## config.mk

```make
export PLATFORM = sky130hd
export DESIGN_NAME = multiplier_flat
export DESIGN_NICKNAME = d
export VERILOG_FILES = /design/src/rtl/multiplier_if.sv /design/src/rtl/multiplier.sv /design/src/flat_wrapper.sv
export SDC_FILE = /design/constraint.sdc
export NUM_CORES = 1
export LEC_CHECK = 0
export CAP_MARGIN = 20
export CORE_MARGIN = 1
export CORE_UTILIZATION = 40
export DETAILED_ROUTE_END_ITERATION = 10
export PLACE_DENSITY = 0.61
export SLEW_MARGIN = 20
export SYNTH_ARGS = -nofsm -noshare
export SYNTH_HDL_FRONTEND = slang
export SYNTH_SLANG_ARGS = --single-unit
export TNS_END_PERCENT = 10
```

## constraint.sdc

```tcl
create_clock -name i_clock -period 3.5 [get_ports i_clock]
set_clock_uncertainty 0.05 [all_clocks]
set_input_delay 0.7 -clock i_clock [delete_from_list [all_inputs] [get_ports i_clock]]
set_output_delay 0.7 -clock i_clock [all_outputs]
set_load 0.03 [all_outputs]
```

## src/rtl/multiplier_if.sv

```systemverilog
// Handshake and operand/result bundle for the shift-add multiplier.
//   i_start        : level request to begin a multiplication (master -> slave)
//   i_multiplicand : unsigned operand A, N bits (master -> slave)
//   i_multiplier   : unsigned operand B, N bits (master -> slave)
//   o_finished     : result valid, high only while the multiplier is in DONE (slave -> master)
//   o_product      : registered A*B, 2N bits (slave -> master)
//   o_overflow     : registered flag, product does not fit in N bits (slave -> master)
interface multiplier_if #(
  parameter int unsigned N = 4
);
  logic           i_start;
  logic [N-1:0]   i_multiplicand;
  logic [N-1:0]   i_multiplier;
  logic           o_finished;
  logic [2*N-1:0] o_product;
  logic           o_overflow;

  modport master (
    output i_start, i_multiplicand, i_multiplier,
    input  o_finished, o_product, o_overflow
  );

  modport slave (
    input  i_start, i_multiplicand, i_multiplier,
    output o_finished, o_product, o_overflow
  );
endinterface

```

## src/rtl/multiplier.sv

```systemverilog
// Sequential radix-2 shift-add unsigned multiplier.
// Operands are captured in IDLE on a start request; BUSY then runs exactly N
// iterations regardless of operand values, and the result is published on entry
// to DONE. DONE is held while start stays high so a held start yields one operation.
//   i_clock : clock, all state changes on the rising edge
//   i_reset : asynchronous active-high reset
//   bus     : multiplier_if slave (start, operands, finished, product, overflow)
module multiplier #(
  parameter int unsigned N = 4
) (
  input  logic         i_clock,
  input  logic         i_reset,
  multiplier_if.slave  bus
);

  typedef enum logic [1:0] {StIdle, StBusy, StDone} state_e;

  localparam int unsigned    CntW    = $clog2(N + 1);
  localparam logic [CntW-1:0] LastCnt = CntW'(N - 1);

  state_e          state_q;
  logic [2*N-1:0]  mcand_q;
  logic [N-1:0]    mplier_q;
  logic [2*N-1:0]  acc_q;
  logic [2*N-1:0]  acc_d;
  logic [CntW-1:0] cnt_q;
  logic [2*N-1:0]  product_q;
  logic            overflow_q;
  logic            finished_q;

  // (2^N-1)^2 < 2^2N, so the 2N-bit sum never carries out.
  always_comb begin
    acc_d = acc_q;
    if (mplier_q[0]) begin
      acc_d = acc_q + mcand_q;
    end
  end

  always_ff @(posedge i_clock or posedge i_reset) begin
    if (i_reset) begin
      state_q    <= StIdle;
      mcand_q    <= '0;
      mplier_q   <= '0;
      acc_q      <= '0;
      cnt_q      <= '0;
      product_q  <= '0;
      overflow_q <= 1'b0;
      finished_q <= 1'b0;
    end else begin
      unique case (state_q)
        StIdle: begin
          if (bus.i_start) begin
            mcand_q  <= {{N{1'b0}}, bus.i_multiplicand};
            mplier_q <= bus.i_multiplier;
            acc_q    <= '0;
            cnt_q    <= '0;
            state_q  <= StBusy;
          end
        end
        StBusy: begin
          acc_q    <= acc_d;
          mcand_q  <= mcand_q << 1;
          mplier_q <= mplier_q >> 1;
          // Counter ends at N, which fits in CntW bits, so it never wraps.
          cnt_q    <= cnt_q + CntW'(1);
          if (cnt_q == LastCnt) begin
            product_q  <= acc_d;
            overflow_q <= |acc_d[2*N-1:N];
            finished_q <= 1'b1;
            state_q    <= StDone;
          end
        end
        StDone: begin
          if (!bus.i_start) begin
            finished_q <= 1'b0;
            state_q    <= StIdle;
          end
        end
        default: begin
          finished_q <= 1'b0;
          state_q    <= StIdle;
        end
      endcase
    end
  end

  assign bus.o_finished = finished_q;
  assign bus.o_product  = product_q;
  assign bus.o_overflow = overflow_q;

endmodule

```

## src/flat_wrapper.sv

```systemverilog
// flat-port wrapper written by rule: the top's interface ports become plain ports
module multiplier_flat 
#(
  parameter int unsigned N = 4
)
  (i_clock, i_reset, bus_i_start, bus_i_multiplicand, bus_i_multiplier, bus_o_finished, bus_o_product, bus_o_overflow);
  multiplier_if #(.N(N)) bus_i ();
  input  logic i_clock;
  input  logic i_reset;
  input wire logic [$bits(bus_i.i_start)-1:0] bus_i_start;
  input wire logic [$bits(bus_i.i_multiplicand)-1:0] bus_i_multiplicand;
  input wire logic [$bits(bus_i.i_multiplier)-1:0] bus_i_multiplier;
  output wire logic [$bits(bus_i.o_finished)-1:0] bus_o_finished;
  output wire logic [$bits(bus_i.o_product)-1:0] bus_o_product;
  output wire logic [$bits(bus_i.o_overflow)-1:0] bus_o_overflow;
  assign bus_i.i_start = bus_i_start;
  assign bus_i.i_multiplicand = bus_i_multiplicand;
  assign bus_i.i_multiplier = bus_i_multiplier;
  assign bus_o_finished = bus_i.o_finished;
  assign bus_o_product = bus_i.o_product;
  assign bus_o_overflow = bus_i.o_overflow;
  multiplier #(.N(N)) u_core (.i_clock(i_clock), .i_reset(i_reset), .bus(bus_i));
endmodule
```

==> results.toml <==
[worst_setup_path]
cpLargestDelayFamily = "simple AND/OR/NAND/NOR gates"
start_kind = "flip-flop"
cp.buffers_inverters = 0
crit_type = "flip-flop to flip-flop"
cp-end-kind = "flip-flop"
crit_required_ns = 3.66
path_max_fanout = 3
slowest_delay_ns = 0.47
worstPathCellList = "ha_1 -> fa_1 -> a211oi_2 -> nor2_1 -> or4_1 -> o311a_1 -> nor2b_4 -> a31oi_2"
arrival_ns = 2.58
crit_path_top_delay_cell = "or4_1"

[hold_path]
hp-class = "flip-flop to flip-flop"

[floorplanning]
chipWidth_um = 70.2
dieArea_um2 = 4920
start_util_pct = 42.1
pin_count = 21
core-area_um2 = 4410
num_rows = 24
die_h_um = 70.2

[logic_synthesis]
yosysUniqueCellTypes = 38
synth_warnings = 0
syn_area_um2 = 1860
synth_compound_area_share_pct = 22.6
syn-num-nets = 204
yosys.area.top_type = "dfrtp_1"
avgSynthCellArea_um2 = 10.2
synthSimpleGateAreaFrac_pct = 12.7
synth_edf_count = 0
async_reset_ff_share_pct = 100
synth_top_family_by_area = "compound AO/OA/AOI/OAI gates"
synth.ff_latch_count = 35
postSynthCellCount = 183
synth-xor-area-share_pct = 0.942
synth_top_cell_area_share_pct = 47.1
synth_fa_ha_area_share_pct = 7.13
synthMuxAreaShare_pct = 6.06
seq_area_frac_synth_pct = 47.1
yosys-top-cells-area = "dfrtp_1 (47%), ha_1 (6.1%), nand2_1 (5.5%)"
ys.flop_type = "dfrtp_1"

[pwr]
cellPowerDensity_nw_per_um2 = 940
p_int_w = 0.00123
p_comb_share_pct = 47.1
clockPowerShare_pct = 17.9
seq_power_share_pct = 35.0
ir_drop_uv = 380
p_sw_share_pct = 41.4
p_leak_nw = 1.01
p_sw_w = 0.000867

[final_layout]
area_growth_pct = 19.7
nets = 225
drive_above_1_share_pct = 9.76
utilization_pct = 50.4
final_common_cell = "dfrtp_1"
mostFrequentLayoutCells = "dfrtp_1 (35), nand2_1 (27), clkdlybuf4s50_1 (20)"
diodes = 0
fill_cells = 413

[timing]
slew_viol_final = 0
tightest_slew_ns = 0.704
clock.fmax_ghz = 0.414
fin_crit_ns = 2.41
fin_tns_setup_ns = 0
hold_viol_final = 0
fin_crit_sh_pct = 69.0
relSlewSlack_pct = 53.1
grt_setup_unrepaired = "false"
final-setup-viol-count = 0

[placement]
gp_congestion = 0.873
hpwlAfterDp_mm = 2.73
io_buffer_count = 20

[run]
max_cap_viol_count = 0

[grt]
grt_first_pass_wirelength_mm = 6.62
grt_antenna_before_repair = 0
grt_pass1_vias = 1397
track_usage_pct = 16.9
grt_overflow_total = 0
grt_max_degree = 36

[cts]
cts_tree = "yes"
cts_buffers = 5
post_cts_buffers = 0
clockRootBuffer = "clkbuf_8"
cts_resized = 0
htreeDepth = 2
cts_hold_buf = 0
cts.clk_slew.worst_paths_ns = 0.07
clock_latency_ns = 0.28
cts.sinks = 35
cts_max_path_buffers = 2

[detailed_routing]
vias = 1421
drtPass1Iterations = 4
routed_via_density = 5.53
wl_per_cell_um = 14.9
drcViolationCount = 0
drtAntennaViolNets = 0
drt_iter0_drc = 74
totalWireLength_mm = 3.82

[outcome]
status = "finished, final reports clean"
[metrics by stage]
step	area, um^2	instances	power [W]	worst slack, ns	hold slack (ns)
floorplan	1860	183	0.00145	1.24	0.400
global placement	2110	249	0.00170	1.13	0.411
detailed placement	2110	249	0.00172	1.10	0.421
CTS	2230	257	0.00211	1.08	0.438
global route	2230	257	0.00225	0.981	0.459
finish	2230	257	0.00209	1.09	0.430
[kinds of logic (layout without fill, tap and decap cells)]
kind of cell    Yosys count  count (layout)
buf+inv                  16              38
simple gates             49              49
compound gates           60              60
xor+xnor                  2               2
mux                      11              11
flops                    35              35
fa+ha+maj                10              10
[registers in the layout, summed over array words and instances, names as in the netlist]
name,cells
u_core.mcand_q,8
u_core.cnt_q,3
u_core.bus.o_finished,1
u_core.acc_q,8
u_core.state_q,2
u_core.bus.o_product,8
u_core.bus.o_overflow,1
u_core.mplier_q,4
[tightest hold or removal path, stage by stage, from the launching register on]
cell     delay (ns)
dfrtp_1        0.34
nand2_1        0.05
o21ai_0        0.06
[cells in the mapped netlist, drive strengths merged, types with 2 or more instances]
cell	count
a211oi	4
a21o	4
a21oi	5
a22o	6
a22oi	2
a31oi	4
a32o	5
buf	5
clkbuf	4
dfrtp	35
ha	9
inv	7
mux2	2
mux2i	9
nand2	28
nor2	8
nor2b	4
nor3	4
nor4	2
o21ai	24
o21bai	2
[power groups by stage]
stage | clock (W) | combinational (W) | sequential [W]
6_report | 0.000375 | 0.000985 | 0.000733
3_5_place_dp | 0 | 0.000988 | 0.000737
5_1_grt | 0.000401 | 0.00109 | 0.000758
2_1_floorplan | 0 | 0.000700 | 0.000747
4_1_cts | 0.000387 | 0.000992 | 0.000731
3_3_place_gp | 0 | 0.000965 | 0.000730
[path summary, 6_finish.rpt]
kind | end | cells after the start | slack, ns | startpoint
max in group asynchronous | u_core.bus.o_product[5]$_DFFE_PP0P_ | 3 | 2.32 | i_reset
min in group asynchronous | u_core.bus.o_product[0]$_DFFE_PP0P_ | 3 | 0.77 | i_reset
worst max register to register | u_core.bus.o_overflow$_DFFE_PP0P_ | 8 | 1.09 | u_core.acc_q[0]$_DFFE_PP0P_
worst max-delay path | u_core.bus.o_overflow$_DFFE_PP0P_ | 8 | 1.09 | u_core.acc_q[0]$_DFFE_PP0P_
worst min register to register | u_core.bus.o_product[3]$_DFFE_PP0P_ | 2 | 0.43 | u_core.bus.o_product[3]$_DFFE_PP0P_
worst min-delay path | u_core.bus.o_product[3]$_DFFE_PP0P_ | 2 | 0.43 | u_core.bus.o_product[3]$_DFFE_PP0P_
[final cells by class]
class	count	area (um^2)	area share, %
multi-input cells	132	918	41.3
well taps	52	65.1	2.92
clock inverters	2	35.0	1.57
repair buffers	23	223	10.0
inverters	7	26.3	1.18
clock buffers	6	82.6	3.71
flip-flops and latches	35	876	39.3
[per-layer routing]
layer | share of wire, % | up-vias | track usage [%] | routed length (um)
li1 | - | 705 | - | -
met3 | 4.0 | 5 | 4.04 | 152
met4 | 0.65 | 0 | 3.33 | 25
met5 | 0 | - | 0 | 0
met1 | 47 | 686 | 21.9 | 1780
met2 | 49 | 25 | 28.8 | 1860
Note: power is estimated with default switching activity, not from simulation.
